--- config.mk ---
export PLATFORM = sky130hd
export DESIGN_NAME = rv_multicycle_core
export DESIGN_NICKNAME = d
export VERILOG_FILES = /design/src/rtl/rv_multicycle_core.sv
export SDC_FILE = /design/constraint.sdc
export NUM_CORES = 2
export LEC_CHECK = 0
export ABC_AREA = 0
export CAP_MARGIN = 40
export CORE_MARGIN = 5
export CORE_UTILIZATION = 40
export DETAILED_ROUTE_END_ITERATION = 8
export GPL_TIMING_DRIVEN = 0
export PLACE_DENSITY = 0.53
export SETUP_SLACK_MARGIN = 0.15
export SKIP_CTS_REPAIR_TIMING = 1
export SYNTH_ARGS = -nofsm -noshare
export SYNTH_HDL_FRONTEND = slang
export SYNTH_SLANG_ARGS = --single-unit
--- constraint.sdc ---
create_clock -name clk -period 34.5 [get_ports clk]
set_input_delay 3.45 -clock clk [delete_from_list [all_inputs] [get_ports clk]]
set_output_delay 3.45 -clock clk [all_outputs]
set_load 0.005 [all_outputs]
--- src/rtl/rv_multicycle_core.sv ---
// rv_multicycle_core
//   Multi-cycle RV32 integer core for a small instruction subset:
//   lh, sh, sub, or, andi, srl, beq, addi, and ebreak, which halts the core.
//   Every instruction walks FETCH -> DECODE -> EXEC, then MEM and/or WB if it
//   needs them. Illegal encodings and misaligned data accesses halt the core
//   with the sticky illegal flag set.
//
// Optional build macro: RV_EXT_ALU_EN
//   When defined, the core also accepts add, and, xor, sll, sra, bne and
//   lw/sw, and the dmem data ports become 32 bits wide. When undefined, those
//   encodings are illegal and the dmem data ports are 16 bits wide.
//
// Ports
//   clk         core clock, rising edge
//   reset       asynchronous active-high reset, clears all state
//   start       one-cycle pulse, accepted only in IDLE or HALT
//   imem_addr   instruction word address (pc[IMEM_AW+1:2])
//   imem_rdata  instruction word, valid the cycle after imem_addr
//   dmem_req    data request, held until dmem_ack
//   dmem_we     1 = store, 0 = load
//   dmem_addr   data byte address
//   dmem_wdata  store data (low bits of rs2)
//   dmem_rdata  load data, valid with dmem_ack
//   dmem_ack    completes the pending data request
//   halted      core is in HALT
//   illegal     sticky illegal-instruction / misaligned-access flag
//   instret     retired instruction count
//   dbg_addr    register index for debug read
//   dbg_rdata   combinational register read, 0 for indices >= REG_COUNT
module rv_multicycle_core #(
    parameter int          REG_COUNT = 32,
    parameter logic [31:0] PC_RESET  = 32'h0000_0000,
    parameter int          IMEM_AW   = 10,
    parameter int          DMEM_AW   = 12
) (
    input  logic               clk,
    input  logic               reset,
    input  logic               start,
    output logic [IMEM_AW-1:0] imem_addr,
    input  logic [31:0]        imem_rdata,
    output logic               dmem_req,
    output logic               dmem_we,
    output logic [DMEM_AW-1:0] dmem_addr,
`ifdef RV_EXT_ALU_EN
    output logic [31:0]        dmem_wdata,
    input  logic [31:0]        dmem_rdata,
`else
    output logic [15:0]        dmem_wdata,
    input  logic [15:0]        dmem_rdata,
`endif
    input  logic               dmem_ack,
    output logic               halted,
    output logic               illegal,
    output logic [31:0]        instret,
    input  logic [4:0]         dbg_addr,
    output logic [31:0]        dbg_rdata
);

`ifdef RV_EXT_ALU_EN
    localparam int DW = 32;
`else
    localparam int DW = 16;
`endif
    localparam logic [31:0] REG_LIMIT = 32'(REG_COUNT);
    localparam logic [31:0] EBREAK    = 32'h0010_0073;

    typedef enum logic [2:0] {
        S_IDLE, S_FETCH, S_DECODE, S_EXEC, S_MEM, S_WB, S_HALT
    } state_t;

    typedef enum logic [3:0] {
        OP_ADDI, OP_ANDI, OP_SUB, OP_OR, OP_SRL, OP_BEQ, OP_LH, OP_SH,
        OP_ADD, OP_AND, OP_XOR, OP_SLL, OP_SRA, OP_BNE, OP_LW, OP_SW
    } op_t;

    state_t             state_reg, state_next;
    logic [31:0]        pc_reg;
    logic [31:0]        instret_reg;
    logic               illegal_reg;
    op_t                op_reg;
    logic [4:0]         rd_reg;
    logic [31:0]        rs1_reg, rs2_reg, imm_reg, result_reg;
    logic [DMEM_AW-1:0] addr_reg;
    logic [31:0]        regs [REG_COUNT];

    // ---------------- decode (operates on imem_rdata during DECODE) -------
    logic [6:0]  opcode, funct7;
    logic [2:0]  funct3;
    logic [4:0]  rd_f, rs1_f, rs2_f;
    logic [31:0] imm_i, imm_s, imm_b;
    logic [31:0] rs1_val, rs2_val, dec_imm;
    op_t         dec_op;
    logic        dec_legal, dec_rd_used, dec_rs1_used, dec_rs2_used;
    logic        dec_idx_ok, dec_ebreak;

    assign opcode = imem_rdata[6:0];
    assign rd_f   = imem_rdata[11:7];
    assign funct3 = imem_rdata[14:12];
    assign rs1_f  = imem_rdata[19:15];
    assign rs2_f  = imem_rdata[24:20];
    assign funct7 = imem_rdata[31:25];

    assign imm_i = {{20{imem_rdata[31]}}, imem_rdata[31:20]};
    assign imm_s = {{20{imem_rdata[31]}}, imem_rdata[31:25], imem_rdata[11:7]};
    assign imm_b = {{19{imem_rdata[31]}}, imem_rdata[31], imem_rdata[7],
                    imem_rdata[30:25], imem_rdata[11:8], 1'b0};

    assign rs1_val = ({27'd0, rs1_f} < REG_LIMIT) ? regs[rs1_f] : 32'd0;
    assign rs2_val = ({27'd0, rs2_f} < REG_LIMIT) ? regs[rs2_f] : 32'd0;

    always_comb begin
        dec_op       = OP_ADDI;
        dec_legal    = 1'b0;
        dec_imm      = imm_i;
        dec_rd_used  = 1'b0;
        dec_rs1_used = 1'b0;
        dec_rs2_used = 1'b0;
        case (opcode)
            7'b0010011: begin
                dec_rd_used  = 1'b1;
                dec_rs1_used = 1'b1;
                case (funct3)
                    3'b000:  begin dec_op = OP_ADDI; dec_legal = 1'b1; end
                    3'b111:  begin dec_op = OP_ANDI; dec_legal = 1'b1; end
                    default: ;
                endcase
            end
            7'b0110011: begin
                dec_rd_used  = 1'b1;
                dec_rs1_used = 1'b1;
                dec_rs2_used = 1'b1;
                case ({funct7, funct3})
                    10'b0100000_000: begin dec_op = OP_SUB; dec_legal = 1'b1; end
                    10'b0000000_110: begin dec_op = OP_OR;  dec_legal = 1'b1; end
                    10'b0000000_101: begin dec_op = OP_SRL; dec_legal = 1'b1; end
`ifdef RV_EXT_ALU_EN
                    10'b0000000_000: begin dec_op = OP_ADD; dec_legal = 1'b1; end
                    10'b0000000_111: begin dec_op = OP_AND; dec_legal = 1'b1; end
                    10'b0000000_100: begin dec_op = OP_XOR; dec_legal = 1'b1; end
                    10'b0000000_001: begin dec_op = OP_SLL; dec_legal = 1'b1; end
                    10'b0100000_101: begin dec_op = OP_SRA; dec_legal = 1'b1; end
`endif
                    default: ;
                endcase
            end
            7'b0000011: begin
                dec_rd_used  = 1'b1;
                dec_rs1_used = 1'b1;
                case (funct3)
                    3'b001:  begin dec_op = OP_LH; dec_legal = 1'b1; end
`ifdef RV_EXT_ALU_EN
                    3'b010:  begin dec_op = OP_LW; dec_legal = 1'b1; end
`endif
                    default: ;
                endcase
            end
            7'b0100011: begin
                dec_rs1_used = 1'b1;
                dec_rs2_used = 1'b1;
                dec_imm      = imm_s;
                case (funct3)
                    3'b001:  begin dec_op = OP_SH; dec_legal = 1'b1; end
`ifdef RV_EXT_ALU_EN
                    3'b010:  begin dec_op = OP_SW; dec_legal = 1'b1; end
`endif
                    default: ;
                endcase
            end
            7'b1100011: begin
                dec_rs1_used = 1'b1;
                dec_rs2_used = 1'b1;
                dec_imm      = imm_b;
                case (funct3)
                    3'b000:  begin dec_op = OP_BEQ; dec_legal = 1'b1; end
`ifdef RV_EXT_ALU_EN
                    3'b001:  begin dec_op = OP_BNE; dec_legal = 1'b1; end
`endif
                    default: ;
                endcase
            end
            default: ;
        endcase
    end

    // Only register fields the format actually uses are range-checked.
    assign dec_idx_ok = !(dec_rd_used  && ({27'd0, rd_f}  >= REG_LIMIT)) &&
                        !(dec_rs1_used && ({27'd0, rs1_f} >= REG_LIMIT)) &&
                        !(dec_rs2_used && ({27'd0, rs2_f} >= REG_LIMIT));
    assign dec_ebreak = (imem_rdata == EBREAK);

    // ---------------- execute (operates on latched operands) --------------
    logic [DMEM_AW-1:0] exec_addr;
    logic [31:0]        alu_result, load_value;
    logic               is_load, is_store, is_mem, is_word, is_branch;
    logic               misaligned, branch_taken;

    // Truncating before the add keeps the address at DMEM_AW bits.
    assign exec_addr = rs1_reg[DMEM_AW-1:0] + imm_reg[DMEM_AW-1:0];
    assign is_load   = (op_reg == OP_LH) || (op_reg == OP_LW);
    assign is_store  = (op_reg == OP_SH) || (op_reg == OP_SW);
    assign is_mem    = is_load || is_store;
    assign is_word   = (op_reg == OP_LW) || (op_reg == OP_SW);
    assign is_branch = (op_reg == OP_BEQ) || (op_reg == OP_BNE);
    assign misaligned = is_word ? (exec_addr[1:0] != 2'b00) : exec_addr[0];
    assign branch_taken = (op_reg == OP_BEQ) ? (rs1_reg == rs2_reg) : (rs1_reg != rs2_reg);

    always_comb begin
        alu_result = 32'd0;
        case (op_reg)
            OP_ADDI: alu_result = rs1_reg + imm_reg;
            OP_ADD:  alu_result = rs1_reg + rs2_reg;
            OP_SUB:  alu_result = rs1_reg - rs2_reg;
            OP_ANDI: alu_result = rs1_reg & imm_reg;
            OP_AND:  alu_result = rs1_reg & rs2_reg;
            OP_OR:   alu_result = rs1_reg | rs2_reg;
            OP_XOR:  alu_result = rs1_reg ^ rs2_reg;
            OP_SRL:  alu_result = rs1_reg >> rs2_reg[4:0];
            OP_SLL:  alu_result = rs1_reg << rs2_reg[4:0];
            OP_SRA:  alu_result = $unsigned($signed(rs1_reg) >>> rs2_reg[4:0]);
            default: alu_result = 32'd0;
        endcase
    end

`ifdef RV_EXT_ALU_EN
    assign load_value = (op_reg == OP_LW) ? dmem_rdata
                                          : {{16{dmem_rdata[15]}}, dmem_rdata[15:0]};
`else
    assign load_value = {{16{dmem_rdata[15]}}, dmem_rdata};
`endif

    // ---------------- FSM ---------------------------------------------------
    always_ff @(posedge clk or posedge reset) begin
        if (reset) begin
            state_reg <= S_IDLE;
        end else begin
            state_reg <= state_next;
        end
    end

    always_comb begin
        state_next = state_reg;
        case (state_reg)
            S_IDLE, S_HALT: if (start) state_next = S_FETCH;
            S_FETCH:        state_next = S_DECODE;
            S_DECODE: begin
                // ebreak is outside the legal opcode set, so test it first.
                if (dec_ebreak)                     state_next = S_HALT;
                else if (!dec_legal || !dec_idx_ok) state_next = S_HALT;
                else                                state_next = S_EXEC;
            end
            S_EXEC: begin
                if (is_mem)         state_next = misaligned ? S_HALT : S_MEM;
                else if (is_branch) state_next = S_FETCH;
                else                state_next = S_WB;
            end
            S_MEM: if (dmem_ack) state_next = is_store ? S_FETCH : S_WB;
            S_WB:  state_next = S_FETCH;
            default: state_next = S_IDLE;
        endcase
    end

    // ---------------- datapath registers ------------------------------------
    always_ff @(posedge clk or posedge reset) begin
        if (reset) begin
            pc_reg      <= PC_RESET;
            instret_reg <= 32'd0;
            illegal_reg <= 1'b0;
            op_reg      <= OP_ADDI;
            rd_reg      <= 5'd0;
            rs1_reg     <= 32'd0;
            rs2_reg     <= 32'd0;
            imm_reg     <= 32'd0;
            result_reg  <= 32'd0;
            addr_reg    <= '0;
        end else begin
            case (state_reg)
                S_IDLE, S_HALT: begin
                    if (start) begin
                        pc_reg      <= PC_RESET;
                        instret_reg <= 32'd0;
                        illegal_reg <= 1'b0;
                    end
                end
                S_DECODE: begin
                    op_reg  <= dec_op;
                    rd_reg  <= rd_f;
                    rs1_reg <= rs1_val;
                    rs2_reg <= rs2_val;
                    imm_reg <= dec_imm;
                    if (dec_ebreak)                     instret_reg <= instret_reg + 32'd1;
                    else if (!dec_legal || !dec_idx_ok) illegal_reg <= 1'b1;
                end
                S_EXEC: begin
                    result_reg <= alu_result;
                    addr_reg   <= exec_addr;
                    if (is_mem) begin
                        if (misaligned) illegal_reg <= 1'b1;
                    end else if (is_branch) begin
                        pc_reg      <= branch_taken ? (pc_reg + imm_reg) : (pc_reg + 32'd4);
                        instret_reg <= instret_reg + 32'd1;
                    end
                end
                S_MEM: begin
                    if (dmem_ack) begin
                        if (is_store) begin
                            pc_reg      <= pc_reg + 32'd4;
                            instret_reg <= instret_reg + 32'd1;
                        end else begin
                            result_reg <= load_value;
                        end
                    end
                end
                S_WB: begin
                    pc_reg      <= pc_reg + 32'd4;
                    instret_reg <= instret_reg + 32'd1;
                end
                default: ;
            endcase
        end
    end

    // Register file; x0 is never written so it always reads zero.
    always_ff @(posedge clk or posedge reset) begin
        if (reset) begin
            for (int i = 0; i < REG_COUNT; i++) begin
                regs[i] <= 32'd0;
            end
        end else if (state_reg == S_WB && rd_reg != 5'd0) begin
            regs[rd_reg] <= result_reg;
        end
    end

    // ---------------- outputs -----------------------------------------------
    assign imem_addr  = pc_reg[IMEM_AW+1:2];
    // Request is a pure decode of state so an async reset drops it at once.
    assign dmem_req   = (state_reg == S_MEM);
    assign dmem_we    = dmem_req && is_store;
    assign dmem_addr  = addr_reg;
    assign dmem_wdata = rs2_reg[DW-1:0];
    assign halted     = (state_reg == S_HALT);
    assign illegal    = illegal_reg;
    assign instret    = instret_reg;
    assign dbg_rdata  = ({27'd0, dbg_addr} < REG_LIMIT) ? regs[dbg_addr] : 32'd0;

endmodule

==> results.toml <==
[synthesis]
synth.most_common_cell = "dfrtp_1"
syn_area_um2 = 75800
yosys.area_share.simple = 0.0378
synth_flop_cell = "dfrtp_1"
yosysSeqAreaShare = 0.397
synth_top_cell_area_share = 0.397
yosys.area.top_type = "dfrtp_1"
synth_top_cells_by_count = "1201 x dfrtp_1, 1044 x mux2_2, 983 x mux4_2"
async_flop_share = 1.00
yosys_register_bits = 1201
synth_mux_area_frac = 0.459
synth_top_family_by_area = "multiplexers"
synth_xor_area_frac = 0.0104
synth_area_leaders = "dfrtp_1 40%, mux4_2 29%, mux2_2 16%, clkbuf_1 1.9%, ha_1 1.8%"
syn-mean-instance-area_um2 = 14.2
synth_compound_area_frac = 0.0421
ys_types = 80
syn_nets = 5489
synth_edf_count = 0
yosys_warnings = 0
synth_cells = 5320
synthAdderAreaFrac = 0.0189

[final_layout]
stdcell_count = 8555
final_util = 0.478
drive_above_1_share = 0.445
nNetsFinal = 6098
regMostFlops = "regs"
largest_register_ffs = 1024
fillers = 16500
syn2layout_area_growth_pct = 18.5

[setup_path]
critPathMaxFanout = 11
critPathLaunchType = "input port"
regToRegSetupSlack_ns = 28.74
cp-end-kind = "primary output"
critical_path_arrival_ns = 7.26
worstPathRequired_ns = 31.05
r2r-start = "rs2_reg[3]"
critical_path_class = "in -> out"
r2r_cells = 15
reg2reg_to = "result_reg[31]"

[clock_tree]
numCtsBuffers = 145
cts_max_level = 4
ctsLongestPathBuffers = 3
clock_sinks = 1201
root_buffer = "clkbuf_16"
clock_latency_ns = 0.83
tritoncts = "done"
clk_pin_slew_worst_paths_ns = 0.05

[timing]
hold_viol = 0
tightest_slew_ns = 1.00
skew_ns = 0.0389
layout_setup_ws_ns = 23.79
rsz0062_at_grt = "false"
tns_ns = 0
slew_violations = 0
setup_viol = 0
finalCritPeriodShare = 0.310
max-slew-margin-rel = 0.328
fin_crit_ns = 10.71
worst_hold_slack_ns = 0.483
max_freq_mhz = 93.4

[drt]
drt-total-wl_um = 309000
ant_nets = 0
drcViolationCount = 0
routedWlPerCell_um = 36.2
via_per_inst = 6.52
drt_iter0_drc = 7187
drt-pass1-iter-count = 6
vias = 55800

[hold_path]
min_from = "dmem_addr[8]"
hold_depth = 2
min_to = "dmem_addr[8]"
worstHoldPathType = "reg -> reg"

[die]
core_um2 = 188000
chipHeight_um = 445
start_util = 0.403
fp-row-count = 159
design.die.area_um2 = 198000
num_io_pins = 163
dieWidth_um = 445

[placement]
dpl.hpwl_um = 243000
dp_cells = 8275
port_buffers = 150
gp_congestion = 0.965
preCtsSetupSlack_ns = 23.86

[global_routing]
globalRouteMet2Util = 0.475
met1_usage = 0.415
top_usage_layer = "met2"
grt_usage = 0.311
grt_pass1_vias = 55500
met3_usage = 0.0927
grt_pass1_wl_um = 435000
antenna_found_initial = 17
grt_max_degree = 39
grt-ovfl-total = 0

[run_status]
status = "complete, no violations"

[run]
drv_cap = 0

[power_and_ir_drop]
power_density_nw_per_um2 = 81.9
ir_drop_mv = 0.0565
leakagePower_uw = 0.0388
layout make-up:
type	count	area [um^2]	area share
buffer	564	2290	0.0256
clock inverter	58	922	0.0103
timing repair buffer	462	5680	0.0632
tap	2495	3120	0.0348
inverter	103	390	0.00435
multi-input combinational	3452	43100	0.480
clock buffer	205	4240	0.0472
antenna	15	37.5	0.000418
sequential	1201	30100	0.335
cell usage in the layout (no fill, tap or decap), drive strengths merged, types with 24 or more instances in the layout:
master            n
inv             110
buf             493
xnor2            55
nor3             35
mux2           1044
ha              109
nor2            259
nand2           150
xor2             35
mux2i            90
mux4            983
a21o             26
dfrtp          1201
a31oi            26
a211oi           24
nand3            52
clkdlybuf4s50   150
clkbuf          588
a21oi           201
clkinv           24
o21ai           109
logic make-up (layout without fill, tap and decap cells):
logic type / count (synthesis) / in the layout
other: 0 / 15
flip-flops: 1201 / 1201
XOR/XNOR: 90 / 90
multiplexers: 2117 / 2117
buffers and inverters: 667 / 1392
AND/OR/NAND/NOR: 616 / 616
AO/OA/AOI/OAI: 516 / 516
adder cells (fa/ha/maj): 113 / 113
report_power, final:
part | internal, uW | switching [uW]
logic | 1530 | 1760
registers | 1860 | 516
clock network | 1020 | 662
metrics by stage:
stage | area [um^2] | total power (uW)
2_1_floorplan | 75800 | 4360
3_3_place_gp | 80400 | 5490
3_5_place_dp | 84600 | 5600
4_1_cts | 89700 | 7290
5_1_grt | 89800 | 7680
6_report | 89800 | 7350
how the worst max path moves through the flow:
stage                            from       endpoint  cells after the start
after floorplan                 reset   dmem_addr[0]                      1
after global placement          reset      regs[790]                      2
after detailed placement  dbg_addr[0]  dbg_rdata[29]                      7
after CTS                 dbg_addr[0]  dbg_rdata[29]                      7
after global routing      dbg_addr[0]  dbg_rdata[29]                      7
final                     dbg_addr[0]  dbg_rdata[29]                      7
worst max-delay path, cell delays in order:
cell and delay [ns]:
clkbuf_1 0.24, clkbuf_1 0.73, buf_2 0.81, mux4_2 0.62, mux4_2 0.50, mux2_2 0.38, clkdlybuf4s50_1 0.48
layer usage:
metal  up-vias  wire, um
met5         -        40
met4         6     15300
met3       735     33200
met2      3251    139000
met1     29700    122000
li1      22100         -
Note: power is estimated with default switching activity, not from simulation.
